$ cat src/rtl/bp_bench_ctrl.sv
// bp_bench_ctrl: benchmark sequencer that resets the core, runs it to halt or budget,
// drains in-flight branches and reports cycle/branch/mispredict counts on a valid/ready port.
module bp_bench_ctrl #(
    parameter int          CNT_W        = 32,
    parameter int          RST_CYCLES   = 4,
    parameter int          DRAIN_CYCLES = 4,
    parameter logic [31:0] HALT_INSN    = 32'h00100073
) (
    input  logic             clk_i,
    input  logic             rst_i,
    input  logic             start_i,
    input  logic [CNT_W-1:0] max_cycles_i,
    output logic             core_rst_no,
    input  logic             br_instr_i,
    input  logic             br_miss_i,
    input  logic [31:0]      instr_i,
    output logic             busy_o,
    output logic             res_valid_o,
    input  logic             res_ready_i,
    output logic [CNT_W-1:0] res_cycles_o,
    output logic [CNT_W-1:0] res_branches_o,
    output logic [CNT_W-1:0] res_misses_o,
    output logic             res_timeout_o
);
    typedef enum logic [2:0] {IDLE, RESET, RUN, DRAIN, DONE} state_t;

    localparam int PMAX = RST_CYCLES > DRAIN_CYCLES ? RST_CYCLES : DRAIN_CYCLES;
    localparam int PW   = $clog2(PMAX + 1);
    localparam logic [PW-1:0] R_LAST = PW'(RST_CYCLES - 1);
    localparam logic [PW-1:0] D_LAST = PW'(DRAIN_CYCLES == 0 ? 0 : DRAIN_CYCLES - 1);

    state_t           state, state_nxt;
    logic [PW-1:0]    ph, ph_nxt;
    logic [CNT_W-1:0] cyc, br, miss, budget;
    logic [CNT_W-1:0] cyc_nxt, br_nxt, miss_nxt, cyc_inc;
    logic             tmo, tmo_nxt, counting, halt, expire;

    function automatic logic [CNT_W-1:0] sat_inc(input logic [CNT_W-1:0] v, input logic en);
        return (en && ~&v) ? v + CNT_W'(1) : v;
    endfunction

    assign counting    = state == RUN || state == DRAIN;
    assign cyc_inc     = sat_inc(cyc, 1'b1);
    assign halt        = instr_i == HALT_INSN;
    // budget is checked against the post-increment count so budget=N gives N RUN cycles
    assign expire      = budget != '0 && cyc_inc == budget;
    assign core_rst_no = counting;
    assign busy_o      = state != IDLE;
    assign res_valid_o = state == DONE;

    always_comb begin
        state_nxt = state;
        ph_nxt    = ph;
        tmo_nxt   = tmo;
        cyc_nxt   = counting ? cyc_inc : cyc;
        br_nxt    = counting ? sat_inc(br, br_instr_i) : br;
        miss_nxt  = counting ? sat_inc(miss, br_instr_i & br_miss_i) : miss;
        case (state)
            IDLE: if (start_i) begin
                state_nxt = RESET;
                ph_nxt    = '0;
                tmo_nxt   = 1'b0;
                cyc_nxt   = '0;
                br_nxt    = '0;
                miss_nxt  = '0;
            end
            RESET: begin
                state_nxt = ph == R_LAST ? RUN : RESET;
                ph_nxt    = ph == R_LAST ? '0 : ph + 1'b1;
            end
            RUN: if (halt || expire) begin
                state_nxt = DRAIN_CYCLES == 0 ? DONE : DRAIN;
                tmo_nxt   = ~halt;
            end
            DRAIN: begin
                state_nxt = ph == D_LAST ? DONE : DRAIN;
                ph_nxt    = ph == D_LAST ? '0 : ph + 1'b1;
            end
            DONE: if (res_ready_i) state_nxt = IDLE;
            default: state_nxt = IDLE;
        endcase
    end

    always_ff @(posedge clk_i or posedge rst_i) begin
        if (rst_i) begin
            state          <= IDLE;
            ph             <= '0;
            tmo            <= 1'b0;
            cyc            <= '0;
            br             <= '0;
            miss           <= '0;
            budget         <= '0;
            res_cycles_o   <= '0;
            res_branches_o <= '0;
            res_misses_o   <= '0;
            res_timeout_o  <= 1'b0;
        end else begin
            state <= state_nxt;
            ph    <= ph_nxt;
            tmo   <= tmo_nxt;
            cyc   <= cyc_nxt;
            br    <= br_nxt;
            miss  <= miss_nxt;
            if (state == IDLE && start_i) begin
                budget         <= max_cycles_i;
                res_cycles_o   <= '0;
                res_branches_o <= '0;
                res_misses_o   <= '0;
                res_timeout_o  <= 1'b0;
            end else if (state_nxt == DONE && state != DONE) begin
                res_cycles_o   <= cyc_nxt;
                res_branches_o <= br_nxt;
                res_misses_o   <= miss_nxt;
                res_timeout_o  <= tmo_nxt;
            end
        end
    end
endmodule

$ cat config.mk
export PLATFORM = sky130hd
export DESIGN_NAME = bp_bench_ctrl
export DESIGN_NICKNAME = d
export VERILOG_FILES = /design/src/rtl/bp_bench_ctrl.sv
export SDC_FILE = /design/constraint.sdc
export NUM_CORES = 1
export LEC_CHECK = 0
export ABC_AREA = 1
export CAP_MARGIN = 25
export CORE_MARGIN = 5
export CORE_UTILIZATION = 40
export DETAILED_ROUTE_END_ITERATION = 8
export PLACE_DENSITY = 0.6
export SYNTH_ARGS = -nofsm -noshare
export SYNTH_HDL_FRONTEND = slang
export SYNTH_SLANG_ARGS = --single-unit
$ cat constraint.sdc
create_clock -name clk_i -period 24.2 [get_ports clk_i]
set_input_delay 7.26 -clock clk_i [delete_from_list [all_inputs] [get_ports clk_i]]
set_output_delay 7.26 -clock clk_i [all_outputs]
set_load 0.02 [all_outputs]
After elaboration in Yosys (flattened, before gate mapping)
Index checks and enable logic that the tools add are counted.
{"block": "word_totals", "out_inout_bits": 100, "latchBits": 0, "rom_bits": 0, "mem_bits_rw": 0, "elab_cells": 78, "in_bits": 70, "ff_bits": 232, "memories": 0}
{"block": "classes", "shift": 0, "eq_ne": 10, "n_mul": 0, "mux": 32, "n_bitwise": 2, "reduce_logical": 19, "div": 0, "order_cmp": 0, "n_addsub": 4}
{"operator": "two-way mux 32 bit", "n": 18}
{"operator": "adder 32 x 1 -> 32 bit (second input constant)", "n": 3}
{"operator": "AND reduction 32 bit", "n": 3}
{"operator": "equality test 32 x 21 -> 1 bit (second input constant)", "n": 1}
{"operator": "equality test 32 bit", "n": 1}
{"operator": "nonzero test 32 bit", "n": 1}
{"operator": "two-way mux 3 bit", "n": 6}
{"operator": "case mux 3 bit (5 select lines)", "n": 1}
{"operator": "equality test 3 x 2 -> 1 bit (second input constant)", "n": 3}
{"operator": "equality test 3 bit (second input constant)", "n": 2}
{"operator": "case mux 3 bit (2 select lines)", "n": 1}
{"operator": "logical AND 1 bit", "n": 5}
{"operator": "two-way mux 1 bit", "n": 4}
{"operator": "nonzero test 2 bit", "n": 2}
{"operator": "adder 3 x 1 -> 3 bit (second input constant)", "n": 1}
{"operator": "equality test 3 x 1 -> 1 bit (second input constant)", "n": 1}
{"operator": "zero test 3 bit", "n": 1}
{"operator": "inequality test 3 bit (second input constant)", "n": 1}
{"operator": "nonzero test 3 bit", "n": 1}
{"operator": "zero test 1 bit", "n": 2}
{"operator": "logical OR 1 bit", "n": 2}
{"operator": "two-way mux 2 bit", "n": 1}
{"operator": "inequality test 2 bit (second input constant)", "n": 1}
{"operator": "case mux 1 bit (2 select lines)", "n": 1}
{"operator": "other kinds (4)", "n": 4}

Logic depth before layout (Yosys ltp)
{"block": "depth", "ltp_word": 11, "depth_mapped": 22, "depth_no_buf": 22}

Worst setup path before layout
OpenSTA, ideal clock, no wires.
{"block": "synth_timing", "path_kind": "register -> output", "startpoint": "register state[1]", "endpoint": "output port core_rst_no", "setup_slack_ns": 15.591, "required_time_ns": 16.940, "stages_incl_launch_ff": 5, "arrival_ns": 1.349, "path_cell_list": "dfrtp_1 > inv_1 > nor2_4 > clkbuf_1 > buf_1"}
{"block": "synth_via", "elab_chain_cells": 2, "elab_cells_between_ends": 3, "classes_between": "eq/ne: 2; reduce/logical: 1"}
{"item": "start, declared", "line": "32", "text": "state_t state, state_nxt;"}
{"item": "start signal, assigned", "line": "98", "text": "state <= state_nxt;"}
{"item": "equality test 3 x 2 -> 1 bit", "line": "42", "text": "assign counting = state == RUN || state == DRAIN;"}
{"item": "logical OR 1 bit (*)", "line": "42"}
{"item": "end, declared", "line": "13", "text": "output logic core_rst_no,"}
Mark *: on every way between the ends. The rest lies on a longest branch, timed or not.

Final worst setup path
{"block": "layout_timing", "startpoint": "register state[2]", "endpoint": "output port busy_o"}
{"block": "layout_via", "elab_chain_cells": 1}
{"item": "nonzero test 3 bit", "line": "48", "text": "assign busy_o = state != IDLE;"}
{"item": "end, declared", "line": "17", "text": "output logic busy_o,"}
No other way between the ends.

==> reports/summary.txt <==
# rows: 64
cells along the critical path: nor2_1 > inv_2 > nor2_2 > inv_1 > clkdlybuf4s50_1
clk buf depth: 3
critical path launch point type: flop
Reg power frac: 0.348
Global Route met1 Usage: 0.273
Clock Skew: 0.0209 ns
final setup fails: 0
die area: 34900 um^2
crit share post-route: 0.393
Clock Sinks: 232
min cycle time layout: 9.52 ns
cts hold-fix bufs: 0
top-area cell type share of the netlist area: 0.464
VDD IR max: 0.0665 mV
ANT nets after route: 0
GPL Wtd Cong: 0.920
initial antenna violation count: 1
Layout fillers: 3132
total track usage: 0.206
Fmax achieved: 105 MHz
DR pass1 iterations: 5
reg2reg start: state[1]
Initial Util: 0.407
M3 GR Usage: 0.0340
grt ovf: 0
unrepaired setup endpoints after global routing: no
Skew-Pair Late Insertion Delay: 0.55 ns
largest cells by area after synthesis: dfrtp_1 (46%), nand2_1 (18%), inv_1 (5.5%)
Reg area: 5810 um^2
H-tree lvl count: 1
Critical Path Sink Type: output pin
Hold Path Class: reg2reg
Synth Warn #: 0
net count of the mapped netlist: 1795
Top Usage Layer GRT: met2
Clock power frac: 0.215
first-pass GRT wire length: 59700 um
Wirelength per Cell: 16.0 um
Die X: 187 um
number of port buffers: 169
post-cts gate resize count: 0
Slew Limit Fails: 0
sw frac: 0.433
Final TNS setup: 0 ns
Yosys cell types: 47
Design Power: 1.83 mW
Worst Setup SP: state[2]
diode count: 0
Final nets: 1942
Internal Pwr Total: 1.04 mW
most frequent cells in the layout: nand2_1 (612), dfrtp_1 (232), inv_1 (184), clkdlybuf4s50_1 (169), nor2_1 (162)
Max-cap violations: 0
core area: 30700 um^2
post-synth top area cell: dfrtp_1
Crit Path Class: reg2out
Vias: 11.4k
Die Y: 187 um
TritonCTS buffer count: 26
largest net degree at the start of global routing: 110
vias in the first global route: 11.3k
FF+latch count, synth: 232
Area Overhead vs Synth: 22.7%
root buffer cell: clkbuf_16
Worst EP arrival: 2.26 ns
worst path required time: 16.94 ns
Clock Pin Slew Worst Setup and Hold Paths: 0.06 ns
total wire length: 36500 um
footprint of the multi-input gates: 5720 um^2
final hold violations: 0
most common cell after layout, fill and taps aside: nand2_1
Hold Startpoint: res_branches_o[13]
DP HPWL: 26600 um
Worst path max stage delay: 0.62 ns
sequential share of the synthesized area: 0.464
LEAKAGE: 7.34 nW
Netlist Area Pre-Place: 12500 um^2
# DRC: 0
Max Fanout on Critical Path: 7
DR iter-0 viols: 630
post-synthesis instance total: 1721
Setup Fix Bufs, Post-CTS: 0
share of cells above drive strength 1: 0.0477
sw power: 0.790 mW
outcome: completed
Top-Level Pins: 170
Mean Syn Cell Area: 7.27 um^2
M2 GR Usage: 0.344
Max-slew headroom: 0.337
PwrDens: 119 nW/um^2
CP max stage cell: clkdlybuf4s50_1
Gate power share: 0.438
vias per cell: 4.98
CTS tree: yes
Slew @ Worst Pin: 0.995 ns
==> cells in the mapped netlist, drive strengths merged <==
master  number
o21bai       4
nor4        18
o21a         2
o21ba        1
nand3      138
xnor2        6
nor4b        1
or2          3
and3b        1
nand4       37
a311oi       1
nand2      622
o31ai        1
nor3b        3
nor3        32
buf         21
ha           4
o21ai      117
a211oi       7
clkbuf      37
a31oi        3
inv        190
a21boi       1
a221oi       1
nand3b       1
a21oi       29
xor2        36
nor2       172
dfrtp      232
==> cells by family after synthesis <==
group | share of synthesized area
simple gates | 0.350
buf+inv | 0.0795
flops | 0.464
compound gates | 0.0732
xor+xnor | 0.0294
fa+ha+maj | 0.00400
==> area by class of cell <==
| cell class | count | area share |
|---|---|---|
| Clock buffer | 42 | 0.0509 |
| Tap cell | 396 | 0.0323 |
| Multi-Input combinational cell | 1241 | 0.373 |
| Clock inverter | 4 | 0.00473 |
| Inverter | 190 | 0.0471 |
| Sequential cell | 232 | 0.378 |
| Timing Repair Buffer | 177 | 0.114 |
==> critical path: cells and delay by family (launching register included) <==
kind | cells | cell delay (ns)
DFF | 1 | 0.43
and+or+nand+nor | 2 | 0.44
buffers and inverters | 3 | 0.84
==> metrics by stage <==
stage	setup WS [ns]	utilization	instances	area, um^2	hold WS, ns
2_1_floorplan	10.58	-	1721	12500	0.464
3_3_place_gp	14.11	0.472	2236	14500	0.464
3_5_place_dp	14.05	0.472	2236	14500	0.464
4_1_cts	14.64	0.499	2282	15400	0.485
5_1_grt	14.33	0.499	2282	15400	0.495
6_report	14.68	0.499	2282	15400	0.479
==> worst paths after layout <==
path	to	slack, ns	depth (start not counted)
max	busy_o	14.68	5
min	res_branches_o[13]	0.48	2
max reg2reg	res_branches_o[6]	20.56	12
min reg2reg	res_branches_o[13]	0.48	2
max in group asynchronous	res_cycles_o[2]	14.80	4
min in group asynchronous	res_branches_o[3]	7.28	2
==> routing by layer <==
| layer | routed length (um) | share of wire |
|---|---|---|
| met1 | 16300 | 0.45 |
| met4 | 1400 | 0.038 |
| met3 | 1630 | 0.045 |
| met5 | 13 | 0.00036 |
| met2 | 17200 | 0.47 |
==> flip-flops by register name, indices dropped and copies added (netlist names) <==
signal	flops
res_cycles_o	32
br	32
res_branches_o	32
res_misses_o	32
ph	3
state	3
cyc	32
res_timeout_o	1
tmo	1
budget	32
miss	32
==> power by group through the flow <==
stage               Combinational, mW  Sequential, mW  Clock [mW]
floorplan                       0.462           0.673           0
global placement                0.795           0.639           0
detailed placement              0.807           0.638           0
CTS                             0.810           0.635       0.403
global route                    0.898           0.652       0.418
finish                          0.799           0.635       0.392
Note: power is estimated with default switching activity, not from simulation.
